### src/rtl/shift_reg_3d.sv
// shift_reg_3d: three-stage fixed-latency delay line for the logical PHY datapath.
// A word captured with enable leaves stage 3 on q_o with valid_o two edges after
// capture. One word per stage can be in flight, so a new word is accepted every cycle.
module shift_reg_3d #(
   parameter int DATA_BIT_WIDTH = 8
) (
   input  logic                      clk,
   input  logic                      reset,       // asynchronous, active-low
   input  logic                      enable,
   input  logic [DATA_BIT_WIDTH-1:0] d_i,
   output logic                      enable_ack,
   output logic                      valid_o,
   output logic [DATA_BIT_WIDTH-1:0] q_o
);

   logic [DATA_BIT_WIDTH-1:0] s1_data_q, s1_data_d;
   logic [DATA_BIT_WIDTH-1:0] s2_data_q, s2_data_d;
   logic [DATA_BIT_WIDTH-1:0] s3_data_q, s3_data_d;
   logic                      s1_vld_q,  s1_vld_d;
   logic                      s2_vld_q,  s2_vld_d;
   logic                      s3_vld_q,  s3_vld_d;
   logic                      ack_q,     ack_d;

   // Next-state: valid bits always shift; data only moves along with a set valid bit.
   always_comb begin
      // NOTE: every signal gets a hold default first so no path leaves it unassigned (no latch).
      s1_data_d = s1_data_q;
      s2_data_d = s2_data_q;
      s3_data_d = s3_data_q;

      s1_vld_d  = enable;
      s2_vld_d  = s1_vld_q;
      s3_vld_d  = s2_vld_q;
      ack_d     = enable;

      if (enable)   s1_data_d = d_i;
      if (s1_vld_q) s2_data_d = s1_data_q;
      if (s2_vld_q) s3_data_d = s2_data_q;
   end

   // State registers: asynchronous clear discards every in-flight word at once.
   always_ff @(posedge clk or negedge reset) begin
      if (!reset) begin
         // NOTE: the stage data is reset too, since q_o must read 0 immediately on reset.
         s1_data_q <= '0;
         s2_data_q <= '0;
         s3_data_q <= '0;
         s1_vld_q  <= 1'b0;
         s2_vld_q  <= 1'b0;
         s3_vld_q  <= 1'b0;
         ack_q     <= 1'b0;
      end else begin
         // NOTE: non-blocking so every stage samples the pre-edge value of its neighbour.
         s1_data_q <= s1_data_d;
         s2_data_q <= s2_data_d;
         s3_data_q <= s3_data_d;
         s1_vld_q  <= s1_vld_d;
         s2_vld_q  <= s2_vld_d;
         s3_vld_q  <= s3_vld_d;
         ack_q     <= ack_d;
      end
   end

   assign enable_ack = ack_q;
   assign valid_o    = s3_vld_q;
   assign q_o        = s3_data_q;

endmodule

### config.mk
export PLATFORM = sky130hd
export DESIGN_NAME = shift_reg_3d
export DESIGN_NICKNAME = d
export VERILOG_FILES = /design/src/rtl/shift_reg_3d.sv
export SDC_FILE = /design/constraint.sdc
export NUM_CORES = 1
export LEC_CHECK = 0
export CAP_MARGIN = 20
export CELL_PAD_IN_SITES_DETAIL_PLACEMENT = 1
export CELL_PAD_IN_SITES_GLOBAL_PLACEMENT = 1
export CORE_MARGIN = 2
export CORE_UTILIZATION = 55
export CTS_BUF_LIST = sky130_fd_sc_hd__clkbuf_4
export DETAILED_ROUTE_END_ITERATION = 6
export DONT_BUFFER_PORTS = 1
export PLACE_DENSITY_LB_ADDON = 0.15
export SLEW_MARGIN = 20
export SYNTH_ARGS = -nofsm -noshare
export SYNTH_HDL_FRONTEND = slang
export SYNTH_SLANG_ARGS = --single-unit
export TNS_END_PERCENT = 100
### constraint.sdc
create_clock -name clk -period 2.1 [get_ports clk]
set_input_delay 0.21 -clock clk [delete_from_list [all_inputs] [get_ports clk]]
set_output_delay 0.21 -clock clk [all_outputs]
set_load 0.01 [all_outputs]
==> results.sh <==
export IMPL_drt_total_wl_um=1710
export IMPL_place_area_um2=1070
export IMPL_p_comb_share_pct=13.7
export IMPL_gp_congestion=0.722
export IMPL_critPathMaxFanout=10
export IMPL_worst_ep_required_time_ps=1890
export IMPL_tritoncts="yes"
export IMPL_port_buffers=0
export IMPL_seqPwrFrac_pct=64.8
export IMPL_h_tree_depth=1
export IMPL_start_util_pct=60.0
export IMPL_syn_to_final_growth_pct=10.8
export IMPL_postCtsResizedCells=0
export IMPL_dieArea_um2=2310
export IMPL_viasPerCell=5.49
export IMPL_power_per_cell_area_nw_per_um2=869
export IMPL_reg2reg_slack_ps=900
export IMPL_min_path_type="input pin to flip-flop"
export IMPL_routedWlPerCell_um=19.4
export IMPL_synth_cell_types=3
export IMPL_power_switching_uw=257
export IMPL_period_minus_slack_ps=1270
export IMPL_syn_inst=54
export IMPL_grt_overflow=0
export IMPL_drive_gt1_share_pct=46.0
export IMPL_drc=0
export IMPL_internal_power_uw=772
export IMPL_n_antenna_cell=0
export IMPL_ys_seq_elements=27
export IMPL_hold_path_cell_count=1
export IMPL_r2r_cells=1
export IMPL_die_h_um=48.1
export IMPL_detail_route_iter0_violations=2
export IMPL_fin_worst_skew_ps=12.1
export IMPL_grt_first_pass_wirelength_um=2420
export IMPL_rsz0062_at_grt="false"
export IMPL_p_leak_uw=0.000570
export IMPL_slew_viol_final=0
export IMPL_clockPowerShare_pct=21.5
export IMPL_ys_seq_area_share_pct=63.2
export IMPL_via_count=483
export IMPL_ys_warn_count=0
export IMPL_cts_clk_slew_worst_paths_ps=150
export IMPL_detail_route_antenna_nets=0
export IMPL_netlist_area_um2=1070
export IMPL_core_area_um2=1780
export IMPL_cap_viol_max_count=0
export IMPL_arrival_ps=1060
export IMPL_clock_latency_ps=320
export IMPL_grt_pass1_vias=486
export IMPL_fin_tns_setup_ps=0
export IMPL_drt_first_pass_iters=4
export IMPL_grt_use_total_pct=16.2
export IMPL_status="complete, no violations"
export IMPL_syn_nets=65
export IMPL_cp_end_kind="output port"
export IMPL_critical_path_startpoint_type="flip-flop"
export IMPL_max_freq_ghz=0.790
export IMPL_cts_num_sinks=27
export IMPL_setup_viol=0
export IMPL_fin_area_um2=1180
export IMPL_cts_made_buffers=3
export IMPL_cp_num_cells=0
export IMPL_antenna_found_initial=0
export IMPL_row_count=15
export IMPL_finalHoldViolCount=0
export IMPL_synth_avg_cell_area_um2=19.8
export IMPL_ctsRootBufferMaster="clkbuf_4"
export IMPL_ios=21
export IMPL_worst_slew_pin_slew_ps=589
export IMPL_grt_max_degree=28
export IMPL_cts_buffer_depth=2
export IMPL_switching_share_pct=24.9
export IMPL_cts_setup_buffers=0
export IMPL_ir_worst_vdd_mv=0.552
export IMPL_path_class="flip-flop to output port"
export IMPL_die_x_um=48.1
export IMPL_post_route_util_pct=66.5
export IMPL_relSlewSlack_pct=60.7
export IMPL_nNetsFinal=75
export IMPL_period_share_pct=60.3
export IMPL_nFillCells=150
[final timing paths]
path	from	to
worst max-delay path	enable_ack$_DFF_PN0_	enable_ack
worst min-delay path	enable	s1_data_q[5]$_DFFE_PN0P_
worst max register to register	enable_ack$_DFF_PN0_	s2_data_q[6]$_DFFE_PN0P_
worst min register to register	s2_data_q[2]$_DFFE_PN0P_	s2_data_q[2]$_DFFE_PN0P_
max in group asynchronous	reset	s1_data_q[0]$_DFFE_PN0P_
min in group asynchronous	reset	q_o[3]$_DFFE_PN0P_
[layer usage]
metal  track usage [%]  wire [µm]  up-vias
met2              25.6        874       27
met4              8.11          0        0
met5                 0          0        -
met1              19.6        729      251
li1                  -          -      205
met3              5.93        104        0
[final cells by class]
type	instances	area (µm²)	share of cell area [%]
clock inverter	1	5.00	0.422
tap	25	31.3	2.64
timing repair buffer	8	90.1	7.60
sequential	27	676	57.0
multi-input combinational	24	360	30.4
clock buffer	3	22.5	1.90
[state kept, by name, summed over array words and instances, names as in the netlist]
register	flops
q_o	8
s1_data_q	8
s2_data_q	8
enable_ack	1
s2_vld_q	1
valid_o	1
[through the flow]
| step | hold WS [ps] | power, µW | cells | worst slack (ps) |
|---|---|---|---|---|
| global route | 7.74 | 1080 | 88 | 778 |
| CTS | 11.6 | 1030 | 83 | 830 |
| floorplan | -85.6 | 772 | 54 | 1120 |
| global placement | -85.0 | 781 | 76 | 984 |
| finish | 33.6 | 1030 | 88 | 835 |
| detailed placement | -85.0 | 796 | 76 | 941 |
[logic make-up after synthesis]
group                  after synthesis  share of synthesized area [%]
muxes                               24                           33.7
buffers and inverters                3                           3.16
DFF                                 27                           63.2
[synth_stat cells]
master / n / area (µm²)
buf_6: 3 / 33.8
dfrtp_1: 27 / 676
mux2_4: 24 / 360
[power by group through the flow]
stage | Sequential (µW) | Clock, µW | Combinational [µW]
3_5_place_dp | 679 | 0 | 117
3_3_place_gp | 671 | 0 | 110
4_1_cts | 668 | 224 | 135
6_report | 667 | 221 | 141
5_1_grt | 679 | 252 | 151
2_1_floorplan | 649 | 0 | 123
[repair_timing]
item,4_1_cts,5_1_grt
endpoints found under the setup margin,0,0
hold buffers,3,5
hold endpoints to repair,28,5
[cells in the final DEF, fill, tap and decap left out, drive strengths merged]
cell type,netlist,final
dfrtp,27,27
clkinv,0,1
dlygate4sd3,0,7
mux2,24,24
buf,3,1
clkbuf,0,3
(Power assumes the default switching activity.)
